File: src/rtl/vga_timing_gen.sv
// VGA raster timing generator: pixel/line counters, sync pulses, active-video flag,
// line/frame strobes and a wrapping frame counter, all advanced by pix_en.
module vga_timing_gen #(
    parameter int H_VIS  = 640,
    parameter int H_FP   = 16,
    parameter int H_SYNC = 96,
    parameter int H_BP   = 48,
    parameter int V_VIS  = 480,
    parameter int V_FP   = 10,
    parameter int V_SYNC = 2,
    parameter int V_BP   = 33,
    parameter int HS_POL = 0,
    parameter int VS_POL = 0
) (
    input  logic       clk,
    input  logic       reset,
    input  logic       pix_en,
    output logic [9:0] x_px,
    output logic [9:0] y_px,
    output logic       hsync,
    output logic       vsync,
    output logic       activevideo,
    output logic       line_start,
    output logic       frame_start,
    output logic [7:0] frame
);

    localparam int H_TOT = H_VIS + H_FP + H_SYNC + H_BP;
    localparam int V_TOT = V_VIS + V_FP + V_SYNC + V_BP;

    localparam logic [9:0] H_LAST   = 10'(H_TOT - 1);
    localparam logic [9:0] V_LAST   = 10'(V_TOT - 1);
    localparam logic [9:0] H_ACT    = 10'(H_VIS);
    localparam logic [9:0] V_ACT    = 10'(V_VIS);
    localparam logic [9:0] HS_FIRST = 10'(H_VIS + H_FP);
    localparam logic [9:0] HS_LAST  = 10'(H_VIS + H_FP + H_SYNC - 1);
    localparam logic [9:0] VS_FIRST = 10'(V_VIS + V_FP);
    localparam logic [9:0] VS_LAST  = 10'(V_VIS + V_FP + V_SYNC - 1);
    localparam logic       HS_ON    = (HS_POL != 0);
    localparam logic       VS_ON    = (VS_POL != 0);

    logic       h_wrap;
    logic       v_wrap;
    logic [9:0] x_nxt;
    logic [9:0] y_nxt;

    always_comb begin
        h_wrap = (x_px == H_LAST);
        v_wrap = (y_px == V_LAST);
        x_nxt  = h_wrap ? 10'd0 : x_px + 10'd1;
        y_nxt  = y_px;
        if (h_wrap) begin
            y_nxt = v_wrap ? 10'd0 : y_px + 10'd1;
        end
    end

    // Flags are decoded from the next position so they land in the same cycle as it.
    always_ff @(posedge clk) begin
        if (reset) begin
            x_px        <= 10'd0;
            y_px        <= 10'd0;
            hsync       <= !HS_ON;
            vsync       <= !VS_ON;
            activevideo <= 1'b1;
            line_start  <= 1'b0;
            frame_start <= 1'b0;
            frame       <= 8'd0;
        end else begin
            line_start  <= 1'b0;
            frame_start <= 1'b0;
            if (pix_en) begin
                x_px        <= x_nxt;
                y_px        <= y_nxt;
                hsync       <= (x_nxt >= HS_FIRST && x_nxt <= HS_LAST) ? HS_ON : !HS_ON;
                vsync       <= (y_nxt >= VS_FIRST && y_nxt <= VS_LAST) ? VS_ON : !VS_ON;
                activevideo <= (x_nxt < H_ACT) && (y_nxt < V_ACT);
                line_start  <= h_wrap;
                frame_start <= h_wrap && v_wrap;
                if (h_wrap && v_wrap) begin
                    frame <= frame + 8'd1;
                end
            end
        end
    end

endmodule

File: config.mk
export PLATFORM = sky130hd
export DESIGN_NAME = vga_timing_gen
export DESIGN_NICKNAME = d
export VERILOG_FILES = /design/src/rtl/vga_timing_gen.sv
export SDC_FILE = /design/constraint.sdc
export NUM_CORES = 1
export LEC_CHECK = 0
export CORE_MARGIN = 1
export CORE_UTILIZATION = 35
export CTS_CLUSTER_DIAMETER = 200
export DETAILED_ROUTE_END_ITERATION = 10
export GPL_TIMING_DRIVEN = 1
export SLEW_MARGIN = 40
export SYNTH_ARGS = -nofsm -noshare
export SYNTH_HDL_FRONTEND = slang
export SYNTH_SLANG_ARGS = --single-unit
File: constraint.sdc
create_clock -name clk -period 2 [get_ports clk]
set_input_delay 0.3 -clock clk [delete_from_list [all_inputs] [get_ports clk]]
set_output_delay 0.3 -clock clk [all_outputs]
set_load 0.1 [all_outputs]
# Word-level counts from Yosys, hierarchy flattened
# Cells that the tools add are included.
[word_totals]
register_bits = 33
out_inout_bits = 33
n_memories = 0
word_cells = 31
ramBits = 0
latchBits = 0
rom_bits = 0
[op_classes]
div = 0
addsub = 3
bitwise = 1
n_reduce_logical = 6
n_eq_ne = 2
multipliers = 0
mux = 5
n_lt_le_gt_ge = 6
shifts = 0
[ops]
columns = ["operator", "n"]
rows = [
  ["10-bit two-way mux", 3],
  ["10-bit by 1-bit adder with 10-bit output, second input constant", 2],
  ["10-bit equality test, second input constant", 2],
  ["10-bit greater-or-equal comparator, second input constant", 1],
  ["10-bit by 9-bit greater-or-equal comparator with 1-bit output, second input constant", 1],
  ["10-bit less-or-equal comparator, second input constant", 1],
  ["10-bit by 9-bit less-or-equal comparator with 1-bit output, second input constant", 1],
  ["10-bit less-than comparator, second input constant", 1],
  ["10-bit by 9-bit less-than comparator with 1-bit output, second input constant", 1],
  ["8-bit by 1-bit adder with 8-bit output, second input constant", 1],
  ["1-bit logical AND", 4],
  ["1-bit two-way mux", 2],
  ["2-bit AND reduction", 1],
  ["2-bit OR reduction", 1],
  ["1-bit NOT", 1],
]

# Logic depth before layout (Yosys ltp)
[depth]
word_depth = 6
depth_mapped = 8
depth_no_buf = 7

# Worst setup path before layout
# Ideal clock, no wire load.
[synth_timing]
path_kind = "reg-to-reg"
startpoint = "register y_px[0]"
endpoint = "register vsync"
period_less_slack_ns = 2.807
path_stages_with_launch = 8
required_time_ns = 1.854
setup_time_ns = 0.146
n_path_buf = 1
setup_slack_ns = -0.807
arrival_time_ns = 2.662
path_cell_list = "dfxtp_1 ha_1 clkbuf_2 nand4_1 or3b_1 a211o_1 a211oi_1 a41oi_1"
[synth_via]
elab_chain_len = 6
word_cells_on_any_way = 8
[synth_rtl]
columns = ["item", "line", "source"]
rows = [
  ["from (decl)", "19", "output logic [9:0] y_px,"],
  ["from (signal assigned)", "73", "y_px <= y_nxt;"],
  ["10-bit by 1-bit adder with 10-bit output or 10-bit equality test (tied branches)", "53, 49", ""],
  ["10-bit two-way mux", "53", "y_nxt = v_wrap ? 10'd0 : y_px + 10'd1;"],
  ["10-bit two-way mux (*)", "52", "if (h_wrap) begin"],
  ["10-bit by 9-bit greater-or-equal comparator with 1-bit output or 10-bit by 9-bit less-or-equal comparator with 1-bit output (tied branches)", "75", "vsync <= (y_nxt >= VS_FIRST && y_nxt <= VS_LAST) ? VS_ON : !VS_ON;"],
  ["1-bit logical AND (*)", "75", ""],
  ["1-bit two-way mux (*)", "75", ""],
  ["to (signal assigned)", "63", "vsync <= !VS_ON;"],
  ["to (signal assigned)", "75", ""],
  ["to (decl)", "21", "output logic vsync,"],
]
# Every way passes the cells marked *; elsewhere a longest branch is shown, timed or not.
# A chain may end at the register's enable or synchronous reset.

# Worst setup path in the final report
[layout_timing]
startpoint = "register y_px[1]"
endpoint = "register vsync"
# Same word-level chain as after synthesis.

==> reports/metrics.csv <==
metric;value;unit
drt_iter0_drc;117;
fin_cells;360;
cts_sinks;33;
drc;0;
post-place-cells;345;
ys_seq_area_share;34.0;%
cts_root_buffer;clkbuf_8;
irDropWorstVdd;278;uV
synth_ff_type;dfxtp_1;
synth_top_area_cell;dfxtp_1;
grt_pass1_vias;1773;
fmax;0.529;GHz
cts_made_buffers;5;
n_antenna_cell;0;
slew_headroom;76.2;%
crit_type;register to register;
fin_worst_skew;0.00463;ns
leakage;0.000949;uW
vias;1943;
grt_max_degree;23;
die_w;76.6;um
powerDensity;495;mW/mm2
cp-start-kind;register;
cp_data_arrival_time;2.05;ns
viasPerCell;5.40;
final_cell_area;0.00256;mm2
clock_latency;0.28;ns
ys_top_cells_by_area;dfxtp_1, nor2_1, xnor2_1;
core;0.00524;mm2
initial_core_util;37.1;%
setup_viol;0;
slew_viol_final;0;
ys_seq_elements;33;
synthCells;245;
dpl_cell_area;0.00241;mm2
gr-usage-met1;26.3;%
synthArstFlopShare;0;%
holdPathStages;2;
synth_cell_types;52;
dp_hpwl;3.61;mm
multi_input_area;0.00119;mm2
antenna_found_initial;0;
syn_to_final_growth;31.5;%
dieArea;0.00586;mm2
nFillCells;507;
seq_power_share;51.6;%
critPathRequiredTime;2.16;ns
hold_violations;0;
reg2regPathDepth;6;
met3_usage;4.79;%
path_cells;ha_4 > nand4_1 > or3b_1 > a211o_1 > a211oi_1 > a41oi_1;
slowest_stage;dfxtp_4;
crit_buf_inv;0;
gr-usage-met2;27.1;%
min_period;1.89;ns
synth_area;0.00195;mm2
wl_per_cell;14.5;um
drt_pass1_iterations;4;
p_comb_share;7.9;%
path_depth;6;
rows;26;
ios;36;
synth_edf_count;0;
p_int;919;uW
worstMarginPinSlew;0.354;ns
period_share;94.5;%
clk_pin_slew;0.08;ns
r2r_slack;0.11;ns
hold_ws;0.517;ns
cp-end-kind;register;
max_stage_delay;0.41;ns
grt_most_used_layer;met2;
ff_latch_area;718;um2
critPathTopFamily;compound AO/OA/AOI/OAI gates;
clock_path_buffers;2;
synth_nets;253;
maxCapViolations;0;
final_common_cell;buf_4;
die_h;76.6;um
ys_warn_count;0;
synth_top_cell_area_share;34.0;%
tns;0;ns
pwr-share-clk;40.5;%
grt_pass1_wl;8.79;mm
grt_usage;18.6;%
p_sw;348;uW
ant_nets;0;
swShare;27.4;%
layout.nets;297;
layout-drive-gt1-share;32.8;%
final_cell_mix;buf_4, nor2_1, nand2_1;
io_buffers;35;
overflow;0;
holdCritPathClass;register to register;
place_congestion;0.821;
htreeDepth;2;
rsz0062_at_grt;false;
avgSynthCellArea;7.94;um2
cp_max_fo;8;
cts_tree;built;
status;finished clean;
routed_wl;5.23;mm
## area by class of cell
type	instances	area share, %
inverters	7	1.03
clock buffers	5	2.69
flip-flops and latches	33	28.1
multi-input cells	185	46.6
well taps	70	3.42
clock inverters	3	0.636
repair buffers	57	17.6
## what timing repair did
item | in CTS | in global routing
gates resized for setup | 1 | 4
endpoints found under the setup margin | 1 | 1
hold buffers | 0 | 0
buffers inserted | 0 | 7
pin swaps | 0 | 3
## tightest hold or removal path, stage by stage (launching register included)
cell,delay (ns)
dfxtp_4,0.37
nand2_1,0.06
a21oi_1,0.05
## metal layers
metal,routed length (um),vias up
li1,-,984
met1,2550,889
met2,2370,61
met3,257,9
met4,54,0
met5,0,-
## power by group through the flow
stage / clock [uW] / sequential (uW) / combinational, uW
final: 514 / 653 / 100
after global routing: 557 / 654 / 106
after detailed placement: 0 / 669 / 89.0
after floorplan: 0 / 701 / 27.5
after global placement: 0 / 669 / 89.6
after CTS: 531 / 654 / 89.4
## cell usage after synthesis (all sizes together) (6+ instances only)
cell and n:
clkbuf 10, dfxtp 33, inv 6, nand2 17, nor3 14, buf 10
nand4 12, xnor2 10, a21oi 17, nor2 27, o21ai 11, nand3 10
## path summary, 6_finish.rpt
kind              to  startpoint
min reg2reg  y_px[9]     y_px[9]
max            vsync     y_px[1]
max reg2reg    vsync     y_px[1]
min          y_px[9]     y_px[9]
## per-stage QoR
step	worst slack, ns	total power [uW]	util (%)
2_1_floorplan	-0.139	728	-
3_3_place_gp	0.0177	759	46.0
3_5_place_dp	-0.0192	758	46.0
4_1_cts	0.0171	1270	47.7
5_1_grt	0.00575	1320	48.9
6_report	0.110	1270	48.9
## sequential cells by signal, indices dropped and copies added, names as in the netlist
name         cells
activevideo      1
line_start       1
frame            8
frame_start      1
y_px            10
x_px            10
hsync            1
vsync            1
## cell families after synthesis
group	Yosys count	synth area share, %
mux	5	2.64
xor+xnor	14	6.30
simple gates	112	31.1
fa+ha+maj	5	3.22
compound gates	49	16.5
buf+inv	27	6.24
flops	33	34.0
Power figures use the tool's default switching activity.
